### src/rtl/gray_conv_sched.sv
// Shared binary<->Gray converter behind a 4-way round-robin arbiter; B2G done 2 cycles after grant sample, G2B after W.
// No backpressure: requests are only sampled in IDLE; requesters keep req high until they see their done_id.
module gray_conv_sched #(
  parameter int W = 8
) (
  input  logic           clk,
  input  logic           rst,
  input  logic [3:0]     req,
  input  logic [3:0]     mode,
  input  logic [4*W-1:0] din,
  output logic [3:0]     grant,
  output logic           busy,
  output logic [W-1:0]   dout,
  output logic           done,
  output logic [1:0]     done_id
);

  localparam int KW = $clog2(W);

  typedef enum logic [1:0] {IDLE, B2G, G2B, DONE} state_t;

  state_t        state, state_nxt;
  logic [1:0]    ptr, owner, win;
  logic [W-1:0]  din_sel, opnd, res, res_step, b2g_val;
  logic [KW-1:0] k;

  // The last write in the descending scan is the first asserted bit after ptr.
  always_comb begin
    win = ptr;
    for (int o = 4; o >= 1; o--) begin
      if (req[ptr + 2'(o)]) win = ptr + 2'(o);
    end
  end

  assign din_sel = din[win*W +: W];
  assign b2g_val = opnd ^ (opnd >> 1);

  // One Gray->binary step: resolve bit k from the already resolved bit above it.
  always_comb begin
    res_step = res;
    for (int i = 0; i < W-1; i++) begin
      if (KW'(i) == k) res_step[i] = res[i+1] ^ opnd[i];
    end
  end

  always_ff @(posedge clk or posedge rst) begin
    if (rst) state <= IDLE;
    else     state <= state_nxt;
  end

  always_comb begin
    state_nxt = state;
    case (state)
      IDLE: if (|req) state_nxt = mode[win] ? G2B : B2G;
      B2G:  state_nxt = DONE;
      G2B:  if (k == '0) state_nxt = DONE;
      DONE: state_nxt = IDLE;
      default: state_nxt = IDLE;
    endcase
  end

  always_comb begin
    busy  = (state != IDLE);
    done  = (state == DONE);
    grant = '0;
    if (state != IDLE) grant[owner] = 1'b1;
  end

  always_ff @(posedge clk or posedge rst) begin
    if (rst) begin
      ptr     <= 2'd3;
      owner   <= '0;
      opnd    <= '0;
      res     <= '0;
      k       <= '0;
      dout    <= '0;
      done_id <= '0;
    end else begin
      case (state)
        IDLE: begin
          if (|req) begin
            opnd  <= din_sel;
            owner <= win;
            ptr   <= win;
            res   <= {din_sel[W-1], {(W-1){1'b0}}};
            k     <= KW'(W-2);
          end
        end
        B2G: begin
          res     <= b2g_val;
          dout    <= b2g_val;
          done_id <= owner;
        end
        G2B: begin
          res <= res_step;
          k   <= k - 1'b1;
          if (k == '0) begin
            dout    <= res_step;
            done_id <= owner;
          end
        end
        default: ;
      endcase
    end
  end

endmodule
### config.mk
export PLATFORM = sky130hd
export DESIGN_NAME = gray_conv_sched
export DESIGN_NICKNAME = d
export VERILOG_FILES = /design/src/rtl/gray_conv_sched.sv
export SDC_FILE = /design/constraint.sdc
export NUM_CORES = 1
export LEC_CHECK = 0
export CAP_MARGIN = 25
export CORE_ASPECT_RATIO = 2
export CORE_UTILIZATION = 46
export CTS_BUF_LIST = sky130_fd_sc_hd__clkbuf_8
export DETAILED_ROUTE_END_ITERATION = 8
export PLACE_DENSITY = 0.9
export SYNTH_ARGS = -nofsm -noshare
export SYNTH_HDL_FRONTEND = slang
export SYNTH_SLANG_ARGS = --single-unit
export TNS_END_PERCENT = 30
### constraint.sdc
create_clock -name clk -period 2.42 [get_ports clk]
set_clock_uncertainty 0.15 [all_clocks]
set_input_delay 0.484 -clock clk [delete_from_list [all_inputs] [get_ports clk]]
set_output_delay 0.484 -clock clk [all_outputs]
set_load 0.01 [all_outputs]
======== Yosys cells after proc, flatten, opt, wreduce, memory -nomap -nowiden ========
Index checks and enable logic that the tools add are counted.
operators by class
  eq/ne operators ......................... 11
  bitwise gates (word level) .............. 9
  $lt $le $gt $ge ......................... 6
  multipliers ............................. 0
  add/sub/neg operators ................... 4
  divide/modulo/power cells ............... 0
  shifts and indexed selects .............. 1
  reductions and logical operators ........ 15
  mux-type cells .......................... 33
operators with widths
  cell                                                        count
  variable part select 32 x 6 -> 8 bit                        1
  one-hot mux 8 bit (3 select lines)                          1
  2-to-1 mux 8 bit                                            2
  one-hot mux 8 bit (2 select lines)                          1
  less-than comparator 2 x 3 -> 1 bit, second input constant  5
  2-to-1 mux 2 bit                                            7
  2-to-1 mux 1 bit                                            12
  AND reduction 2 bit                                         5
  == test 3 bit, first input constant                         3
  binary-select mux 1 bit (select 2 bit)                      4
  one-hot mux 2 bit (4 select lines)                          1
  nonzero test 2 bit                                          4
  bitwise XOR 8 x 7 -> 8 bit                                  1
  bitwise XOR 1 bit                                           7
  == test 2 x 3 -> 1 bit, first input constant                2
  one-hot mux 3 bit (2 select lines)                          1
  adder 2 bit, second input constant                          2
  == test 2 bit, second input constant                        2
  2-to-1 mux 4 bit                                            1
  inequality test 2 bit, second input constant                2
  one-hot mux 2 bit (2 select lines)                          1
  OR reduction 4 bit                                          1
  == test 1 x 3 -> 1 bit, first input constant                1
  logical NOT 3 bit                                           1
  11 further kinds                                            11
word-level totals
  bits of input ports ..................... 42
  RAM bits ................................ 0
  output and inout bits ................... 16
  latch bits .............................. 0
  logic and storage cells ................. 88
  register bits ........................... 35
  ROM bits ................................ 0
  memories kept ........................... 0

======== Depth between registers and ports, before layout ========
  depth in word-level cells ............... 11
  mapped depth ............................ 8
  depth with buffers taken out ............ 7

======== Worst setup path before layout ========
OpenSTA, ideal clock, no wires.
  kind .................................... input to register
  start ................................... input req[3]
  end ..................................... register opnd[5]
  arrival ................................. 2,102 ps
  path buffers ............................ 0
  library setup time ...................... 125 ps
  slack ................................... 44 ps
  required time ........................... 2,145 ps
  cell stages on the path ................. 5
  cell sequence ........................... nor2b_1 o21a_4 nor3_4 mux4_1 mux2_2
between the ends
  longest elaborated chain between the ends .. 6
  elaborated cells between the ends (all ways) .. 12
  classes of those cells .................. shift (1); mux (9); reduce/logical (2)
ends and longest elaborated chain
  what                                    line  text
  start, declared                         8     input logic [3:0] req,
  binary-select mux 1 bit (select 2 bit)  31    if (req[ptr + 2'(o)]) win = ptr + 2'(o);
  2-to-1 mux 1 bit (not written as such)  31
  2-to-1 mux 2 bit (3 in a row)           31
  variable part select 32 x 6 -> 8 bit    35    assign din_sel = din[win*W +: W];
  end signal, assigned                    82    opnd <= din_sel;
  end, declared                           24    logic [W-1:0] din_sel, opnd, res, res_step, b2g_val;
Parallel ways exist; a longest one is shown, timed or not. The select of a mux whose other input is x is not followed.
A chain may end at the register's enable or synchronous reset.

======== Final worst setup path ========
  start ................................... register ptr[0]
  end ..................................... register opnd[1]
between the ends
  longest elaborated chain between the ends .. 7
  elaborated cells between the ends (all ways) .. 13
  classes of those cells .................. add/sub (3); shift (1); mux (9)
ends and longest elaborated chain
  what                                      line  text
  start, declared                           23    logic [1:0] ptr, owner, win;
  start signal, assigned                    84    ptr <= win;
  adder 2 bit                               31
  binary-select mux 1 bit (select 2 bit)    31
  2-to-1 mux 1 bit (not written as such)    31
  2-to-1 mux 2 bit (2 in a row)             31
  2-to-1 mux 2 bit (*)                      31
  variable part select 32 x 6 -> 8 bit (*)  35
Every way passes the cells marked *; elsewhere a longest branch is shown, timed or not. The select of a mux whose other input is x is not followed.

==> out/results.tsv <==
stage	metric	value	unit
pwr	Max rail drop VDD	0.932	mV
yosys	Warnings, synthesis	0	
pwr	total power per unit cell area	1340	mW/mm2
yosys	Post-synth EDFFs	0	
worst_setup_path	startpoint types	register	
worst_setup_path	Worst EP arrival	2.43	ns
floorplan	Initial Utilization	0.481	
worst_setup_path	critical path class	reg -> reg	
yosys	ys flop type	dfrtp_1	
yosys	adder-cell share of the synthesized area	0.0534	
final_layout	layout cells sized above 1	0.186	
yosys	Mapped Area	0.00234	mm2
floorplan	Die Wd	52.5	um
floorplan	core area	0.00486	mm2
clock_network	worst skew pair latency	0.30	ns
timing	fmax	419	MHz
route	first drt pass iteration count	4	
route	WL per Instance	16.9	um
outcome	outcome	finished, final reports clean	
grt	total congestion overflow	0	
floorplan	Die Area	0.00540	mm2
yosys	XOR/XNOR share of the synthesized area	0.0561	
yosys	synth top area cells	dfrtp_1 (35%), nand2_1 (5.6%), ha_1 (5.3%)	
timing	final setup fails	0	
yosys	post-synth cell types	49	
route	drt initial violations	79	
final_layout	fillers	355	
floorplan	Top Ports	58	
route	DRC Markers	0	
clock_network	Max Buffers Root-to-Sink	2	
timing	crit share post-route	0.986	
clock_network	CTS Hold Bufs	0	
worst_setup_path	CP max FO	5	
timing	Tmin final	2.39	ns
clock_network	register clock-pin slew on the reported worst setup and hold paths	0.08	ns
timing	worst hold slack	0.331	ns
grt	largest net degree at the start of global routing	36	
grt	antenna violations before repair	0	
yosys	Mean Syn Cell Area	9.88	um2
final_layout	final core occ	0.677	
final_layout	ANT cells	0	
timing	Slew @ Worst Pin	0.448	ns
worst_hold_path	hold crit path type	reg -> reg	
floorplan	site row count	36	
grt	first-pass GRT wire length	10.7	mm
worst_setup_path	Worst Setup End Kind	register	
grt	via count of the first global-routing pass	2276	
pwr	Static Leak	0.00144	uW
yosys	area share of the largest cell type after synthesis	0.353	
worst_setup_path	CP required	2.46	ns
placement	Placer Congestion	0.894	
route	routed wire length	6.32	mm
yosys	Synth Area in Simple Gates	0.143	
timing	Hold Fails Final Rpt	0	
yosys	post-synthesis compound-gate area fraction	0.190	
placement	HPWL after detailed placement	4.81	mm
yosys	Post-Synthesis Net Count	289	
floorplan	Die Ht	103	um
timing	Slew HR	0.701	
final_layout	Nets	368	
yosys	dominant cell type by area after synthesis	dfrtp_1	
timing	Slew Limit Fails	0	
timing	unrepaired setup endpoints after global routing	true	
route	vias per std cell	5.82	
yosys	Synth Register Bits	35	
placement	Port Buffers	57	
clock_network	H-tree levels	2	
route	Vias	2175	
job	Max Cap Violations	0	
clock_network	clk sinks	35	
clock_network	CTS tree	done	
yosys	main combinational cell family by area after synthesis	compound AO/OA/AOI/OAI gates	
final_layout	post-route cell area	0.00329	mm2
yosys	Cells after Synth	237	
yosys	FFs w/ async S/R, synth	1.00	
yosys	sequential fraction of the synthesis area	0.375	
clock_network	clock root buffer	clkbuf_8	
grt	Overall Global Routing Usage	0.272	
final_layout	P&R area growth vs syn	40.7	%
clock_network	CTS Buf Count	5	
yosys	mux cell area share after synthesis	0.151	
route	post-route ant nets	0	
placement	post-place instance area	0.00312	mm2
==> layout by cell type (no fill, tap or decap), types with 2 or more instances in the layout <==
cell type	count
dlygate4sd2_1	5
a31oi_1	4
nor2b_1	8
clkbuf_8	6
o211ai_1	2
inv_2	4
o31a_1	2
clkdlybuf4s50_1	51
o21ai_0	24
dfstp_2	2
o2111ai_1	3
a21oi_1	7
ha_1	9
a32o_1	3
o21ba_2	2
xor2_1	11
and4_1	2
buf_4	22
o21bai_1	2
nor3b_1	2
inv_1	5
nand2b_1	2
o31ai_1	2
a22oi_1	5
mux4_1	2
and2_1	2
mux2i_1	8
mux4_2	5
xnor2_1	4
dfrtp_1	33
nor2_1	6
nand2_1	35
nor3_1	4
mux2_2	9
==> kinds of logic after synthesis <==
family / Yosys count
AND/OR/NAND/NOR: 68
multiplexers: 24
buffers and inverters: 19
adder cells (fa/ha/maj): 10
XOR/XNOR: 15
AO/OA/AOI/OAI: 66
flip-flops: 35
==> critical path, stage by stage (launching register included) <==
cell and delay (ns):
dfstp_2 0.59, nor2b_2 0.07, o21a_4 0.22, nor3_4 0.24
buf_6 0.15, buf_16 0.11, mux4_2 0.47, mux2_2 0.27
==> state kept, by name, summed over array words and instances, names as in the netlist <==
signal   count
ptr          2
owner        2
opnd         8
dout         8
k            3
res          8
done_id      2
state        2
==> worst paths after layout <==
kind / start / slack, ns / cells past startpoint / to
setup / recovery: ptr[0] / 0.03 / 7 / opnd[1]
hold / removal: dout[4] / 0.33 / 2 / dout[4]
setup reg to reg: ptr[0] / 0.03 / 7 / opnd[1]
hold reg to reg: dout[4] / 0.33 / 2 / dout[4]
max in group asynchronous: rst / 1.35 / 3 / ptr[0]
min in group asynchronous: rst / 0.43 / 3 / dout[2]
==> cell usage after synthesis (3+ instances only) <==
cell       count
a21oi_1        7
a22oi_1        5
a31oi_1        4
a32o_1         3
clkbuf_1       8
dfrtp_1       33
ha_1          10
inv_1          8
mux2_2         9
mux2i_1        8
mux4_1         4
mux4_2         3
nand2_1       35
nor2_1         6
nor2b_1        9
nor3_1         4
o2111ai_1      3
o21ai_0       24
xnor2_1        4
xor2_1        11
==> stage by stage <==
step / TNS [ns] / instances / worst slack (ns) / total power (uW)
6_report: 0 / 374 / 0.0343 / 4420
5_1_grt: -0.0254 / 374 / -0.0189 / 4740
4_1_cts: 0 / 373 / 0.00402 / 4390
3_5_place_dp: -3.50 / 363 / -0.470 / 3700
3_3_place_gp: -2.67 / 363 / -0.376 / 3560
2_1_floorplan: 0 / 237 / 0.0437 / 2740
==> report_power, final <==
part	internal, uW	switching [uW]	total, uW
sequential	872	298	1170
combinational	1380	1280	2670
clock	339	243	582
==> routing by layer <==
layer	global-route usage	up-vias	part of all wire
met4	0.170	0	0.040
li1	-	1027	-
met3	0.0339	21	0.029
met2	0.503	73	0.59
met1	0.273	1054	0.34
met5	0	-	0
==> repair_timing <==
item                       CTS  global route
setup buffers                1             1
setup endpoints to repair   12             5
cloned                       1             0
gates resized for setup     14             2
pin swaps                    1             1
==> final cells by class <==
| type | instances | area [um2] | area share |
|---|---|---|---|
| inverters | 9 | 33.8 | 0.0103 |
| multi-input cells | 183 | 1400 | 0.425 |
| flip-flops and latches | 35 | 878 | 0.267 |
| well taps | 57 | 71.3 | 0.0216 |
| clock buffers | 6 | 82.6 | 0.0251 |
| clock inverters | 2 | 38.8 | 0.0118 |
| repair buffers | 82 | 791 | 0.240 |
Power figures use the tool's default switching activity.
